$ cat config.mk
export PLATFORM = sky130hd
export DESIGN_NAME = rggen_trigger_handshake
export DESIGN_NICKNAME = d
export VERILOG_FILES = /design/src/rtl/rggen_trigger_handshake.sv
export SDC_FILE = /design/constraint.sdc
export NUM_CORES = 1
export LEC_CHECK = 0
export CAP_MARGIN = 30
export CORE_MARGIN = 4
export CORE_UTILIZATION = 38
export CTS_CLUSTER_SIZE = 40
export DETAILED_ROUTE_END_ITERATION = 6
export GPL_ROUTABILITY_DRIVEN = 0
export PLACE_DENSITY = 0.73
export SETUP_SLACK_MARGIN = 0.5
export SLEW_MARGIN = 25
export SYNTH_ARGS = -nofsm -noshare
export SYNTH_HDL_FRONTEND = slang
export SYNTH_SLANG_ARGS = --single-unit
export TNS_END_PERCENT = 20
$ cat constraint.sdc
create_clock -name i_clk -period 1 [get_ports i_clk]
set_input_delay 0.2 -clock i_clk [delete_from_list [all_inputs] [get_ports i_clk]]
set_output_delay 0.2 -clock i_clk [all_outputs]
set_load 0.005 [all_outputs]
$ cat src/rtl/rggen_trigger_handshake.sv
// Per-channel trigger-to-request handshake with a saturating pending counter.
// Optional sticky overflow flags are built when RGGEN_TRIGGER_HANDSHAKE_OVERFLOW_EN is defined.
module rggen_trigger_handshake #(
  parameter int unsigned WIDTH         = 8,
  parameter int unsigned PENDING_WIDTH = 2
) (
  input  logic                           i_clk,
  input  logic                           i_rst,
  input  logic [WIDTH-1:0]               i_trigger,
  output logic [WIDTH-1:0]               o_request,
  input  logic [WIDTH-1:0]               i_acknowledge,
  output logic [WIDTH*PENDING_WIDTH-1:0] o_pending_count,
  output logic [WIDTH-1:0]               o_overflow,
  input  logic [WIDTH-1:0]               i_overflow_clear
);

  localparam logic [PENDING_WIDTH-1:0] CntMax = '1;
  localparam logic [PENDING_WIDTH-1:0] CntOne = PENDING_WIDTH'(1);

  logic [WIDTH-1:0]                    req_q, req_d;
  logic [WIDTH-1:0][PENDING_WIDTH-1:0] cnt_q, cnt_d;
  logic [WIDTH-1:0]                    drop;

  always_comb begin
    req_d = req_q;
    cnt_d = cnt_q;
    drop  = '0;
    for (int n = 0; n < int'(WIDTH); n++) begin
      if (!req_q[n]) begin
        if (i_trigger[n]) req_d[n] = 1'b1;
      end else if (!i_acknowledge[n]) begin
        if (i_trigger[n]) begin
          if (cnt_q[n] != CntMax) cnt_d[n] = cnt_q[n] + CntOne;
          else                    drop[n]  = 1'b1;
        end
      end else if (!i_trigger[n]) begin
        // A transfer with a trigger in the same cycle leaves the state unchanged.
        if (cnt_q[n] != '0) cnt_d[n] = cnt_q[n] - CntOne;
        else                req_d[n] = 1'b0;
      end
    end
  end

  always_ff @(posedge i_clk) begin
    if (i_rst) begin
      req_q <= '0;
      cnt_q <= '0;
    end else begin
      req_q <= req_d;
      cnt_q <= cnt_d;
    end
  end

  assign o_request       = req_q;
  assign o_pending_count = cnt_q;

`ifdef RGGEN_TRIGGER_HANDSHAKE_OVERFLOW_EN
  logic [WIDTH-1:0] ovf_q, ovf_d;

  // Setting takes priority over a simultaneous clear.
  assign ovf_d = drop | (ovf_q & ~i_overflow_clear);

  always_ff @(posedge i_clk) begin
    if (i_rst) ovf_q <= '0;
    else       ovf_q <= ovf_d;
  end

  assign o_overflow = ovf_q;
`else
  logic unused_ovf;

  assign unused_ovf = ^{i_overflow_clear, drop};
  assign o_overflow = '0;
`endif

endmodule

# --- Word-level counts from Yosys, hierarchy flattened ---
# Index checks and enable logic that the tools add are counted.
totals:
  regBits: 24
  latch_bits: 0
  ram_bits: 0
  mem_bits_ro: 0
  memories: 0
op_classes:
  n_addsub: 16
  n_mul: 0
  n_div: 0
  n_lt_le_gt_ge: 0
  n_eq_ne: 16
  n_shift: 0
  mux: 80
  n_bitwise: 0
  n_reduce_logical: 40
ops:
  columns: ["op", "count"]
  rows:
  - ["2-bit 2-to-1 mux", 40]
  - ["2-bit nonzero test", 32]
  - ["1-bit 2-to-1 mux", 40]
  - ["5-bit AND reduction", 8]
  - ["2-bit != test (second input constant)", 16]
  - ["2-bit by 1-bit adder with 2-bit output (second input constant)", 8]
  - ["2-bit by 1-bit subtractor with 2-bit output (second input constant)", 8]

# --- Logic depth before layout (Yosys ltp) ---
depth:
  depth_word: 5
  mapped_depth: 3

# --- Worst setup path before layout ---
# Ideal clock, no wire load.
synth_timing:
  path_kind: "flip-flop to flip-flop"
  start: "register cnt_q (netlist bit o_pending_count[5])"
  end: "register req_q[2], in the netlist o_request[2]"
  arrival_time_ps: 868
  required_ps: 872
  slack_ps: 4
  path_stages_with_launch: 4
  cell_sequence: "dfxtp_1 or3b_1 a21oi_1 nor2_1"
synth_between:
  elab_chain_len: 5
synth_rtl:
  columns: ["item", "line", "source"]
  rows:
  - ["start, declared", "21", "logic [WIDTH-1:0][PENDING_WIDTH-1:0] cnt_q, cnt_d;"]
  - ["start signal, assigned", "50", "cnt_q <= cnt_d;"]
  - ["2-bit nonzero test", "38", "if (cnt_q[n] != '0) cnt_d[n] = cnt_q[n] - CntOne;"]
  - ["1-bit 2-to-1 mux", "38", null]
  - ["1-bit 2-to-1 mux", "36", "end else if (!i_trigger[n]) begin"]
  - ["1-bit 2-to-1 mux", "31", "end else if (!i_acknowledge[n]) begin"]
  - ["1-bit 2-to-1 mux", "29", "if (!req_q[n]) begin"]
  - ["end signal, assigned", "49", "req_q <= req_d;"]
  - ["end, declared", "20", "logic [WIDTH-1:0] req_q, req_d;"]
# No other way between the ends.
# A chain may end at the register's enable or synchronous reset.

# --- Final worst setup path ---
layout_timing:
  start: "register cnt_q (netlist bit o_pending_count[10])"
  end: "register req_q[5], in the netlist o_request[5]"
# The elaborated chain is that of the path after synthesis.

==> out/qor.txt <==
Crit start category -> flop
CP Data Required Time -> 1.16 ns
VDD IR max -> 634 µV
I/O pin total -> 58
DP HPWL -> 2430 µm
Status -> finished, violations left
Yosys reg bits -> 24
CTS tree -> built
Pwr dens -> 905 nW/µm²
Failing checks -> setup timing
Initial DRC Count -> 76
CTS Sinks -> 24
Placed instance count -> 287
Clk_skew -> 0.00220 ns
Worst-path clk slew -> 0.08 ns
Sequential area share after synthesis -> 34.6%
H-tree Lvls -> 1
Final Slew Violations -> 0
Final #Nets -> 291
Max Cap Viol -> 0
Routed WL per cell -> 12.4 µm
P&R area growth vs syn -> 70.3%
Yosys warning count -> 0
Crit end category -> flop
DRC -> 0
Post-route cell area -> 2360 µm²
Drt first pass iters -> 4
Total number of vias -> 1565
Die H -> 68.4 µm
Starting Density -> 40.3%
Distinct cells, synth -> 25
First-pass GRT wire length -> 5900 µm
Die area -> 4680 µm²
Pin count of the biggest net entering global routing -> 25
Initial antenna violation count -> 0
Clk_lat worst skew -> 0.26 ns
Clk root buf -> clkbuf_8
Max Fanout on Critical Path -> 6
Clock buffer depth -> 2
Row count -> 21
Post-Layout Cell Count -> 309
Layout cells sized above 1 -> 50.2%
LEAKAGE -> 1.09 nW
Final WL -> 3830 µm
Number of buffers added on ports -> 41
Number of global-route vias before repair -> 1364
GR Overflow Total -> 0
Hold_buf cts -> 0
WP data arrival -> 1.30 ns
TritonCTS Buffers -> 3
Max Freq -> 0.875 GHz
Vias per cell -> 5.06
Min-delay worst type -> input port to flop
Total power -> 0.00214 W
Antenna diodes -> 0
Period utilization -> 114%
Netlist Area Pre-Place -> 1390 µm²
Final Hold Fails -> 0
Fin crit period -> 1.14 ns
Post-Syn Instances -> 167
Final setup violation count -> 20
Die width -> 68.4 µm
RSZ-0062 raised after global routing -> yes
Mean Syn Cell Area -> 8.31 µm²
Worst hold margin -> 0.401 ns
Placed inst area -> 2110 µm²
Worst Setup Path Type -> flop to flop
Setup ws final -> -0.143 ns
Filler cells -> 307
DRT antenna net count -> 0
GRT Util Overall -> 16.2%
Core Area -> 3440 µm²
Final core occ -> 68.7%
## stage by stage
stage	setup WS (ns)	TNS, ns
final	-0.143	-1.37
after global routing	-0.201	-2.52
after CTS	-0.151	-1.53
after detailed placement	-0.453	-9.80
after global placement	-0.432	-9.35
after floorplan	0.0343	0
## synthesized netlist by cell type
cell      number  area [µm²]
a211oi_1       2        15.0
inv_1          2        7.51
o32a_1         1        10.0
or3b_1         8        70.1
o21ai_0       18        90.1
a31oi_1       11        68.8
nor3b_1        5        37.5
nand3b_1       7        52.6
buf_4          8        60.1
clkbuf_1       2        7.51
nand2_1       16        60.1
and4bb_2       1        12.5
nor2b_1        3        18.8
a21bo_2        5        50.1
o2111a_1       2        22.5
dfxtp_1       24         480
conb_1         1        3.75
nand2b_1       1        6.26
and2_1         1        6.26
and3b_1        5        43.8
nor2_1        13        48.8
nor4bb_1       5        50.1
and2b_1        4        30.0
a21oi_1       17        85.1
and3b_2        5        50.1
## critical path, cell delays in order, from the launching register on
cell	delay, ns
dfxtp_4	0.35
buf_6	0.13
or3b_4	0.39
a21oi_2	0.13
nor2_1	0.04
## placed cells by master (no fill, tap or decap), drive strengths merged, types with 3 or more instances in the layout
master	n
and2b	4
conb	8
and3b	10
dlygate4sd2	15
buf	78
nor2	13
clkbuf	3
nand3b	7
a21oi	17
nor3b	5
nor4bb	5
a21bo	5
nor2b	3
o21ai	18
a31oi	11
or3b	8
nand2	16
dfxtp	24
## cell type report
class / count / area, µm² / share of cell area [%]
clock buffer: 3 / 41.3 / 1.75
sequential: 24 / 522 / 22.1
timing repair buffer: 96 / 792 / 33.5
tap: 46 / 57.6 / 2.44
multi-input combinational: 138 / 943 / 39.9
inverter: 2 / 7.51 / 0.318
## flip-flops by register name (all words and copies together), names as in the netlist
| signal | count |
|---|---|
| o_request | 8 |
| o_pending_count | 16 |
## worst paths after layout
kind	from	end	slack, ns	depth (start not counted)
max	o_pending_count[10]	o_request[5]	-0.14	4
min	i_trigger[0]	o_request[0]	0.40	3
max reg2reg	o_pending_count[10]	o_request[5]	-0.14	4
min reg2reg	o_pending_count[11]	o_pending_count[11]	0.48	2
## layer usage
| metal | track usage [%] | vias up | share of wire (%) |
|---|---|---|---|
| met5 | 0 | - | 0 |
| met4 | 4.47 | 0 | 0.97 |
| met3 | 3.61 | 4 | 7.5 |
| met2 | 27.9 | 35 | 46 |
| met1 | 20.1 | 724 | 45 |
| li1 | - | 802 | - |
## power breakdown
group | switching [W] | internal [W]
clock | 0.000278 | 0.000269
sequential | 0.0000305 | 0.000995
combinational | 0.000234 | 0.000332
total | 0.000542 | 0.00160
## logic make-up (layout without fill, tap and decap cells)
group	count (synthesis)	count (layout)	share of synthesized area (%)
flops	24	24	34.6
buf+inv	12	101	5.41
other cells	1	8	0.270
compound gates	56	56	24.6
simple gates	74	74	35.1
## repair_timing
item | in CTS | in global routing
resized for setup | 140 | 36
pin swaps | 12 | 18
endpoints found under the setup margin | 48 | 48
setup buffers | 15 | 4
Note: power is estimated with default switching activity, not from simulation.
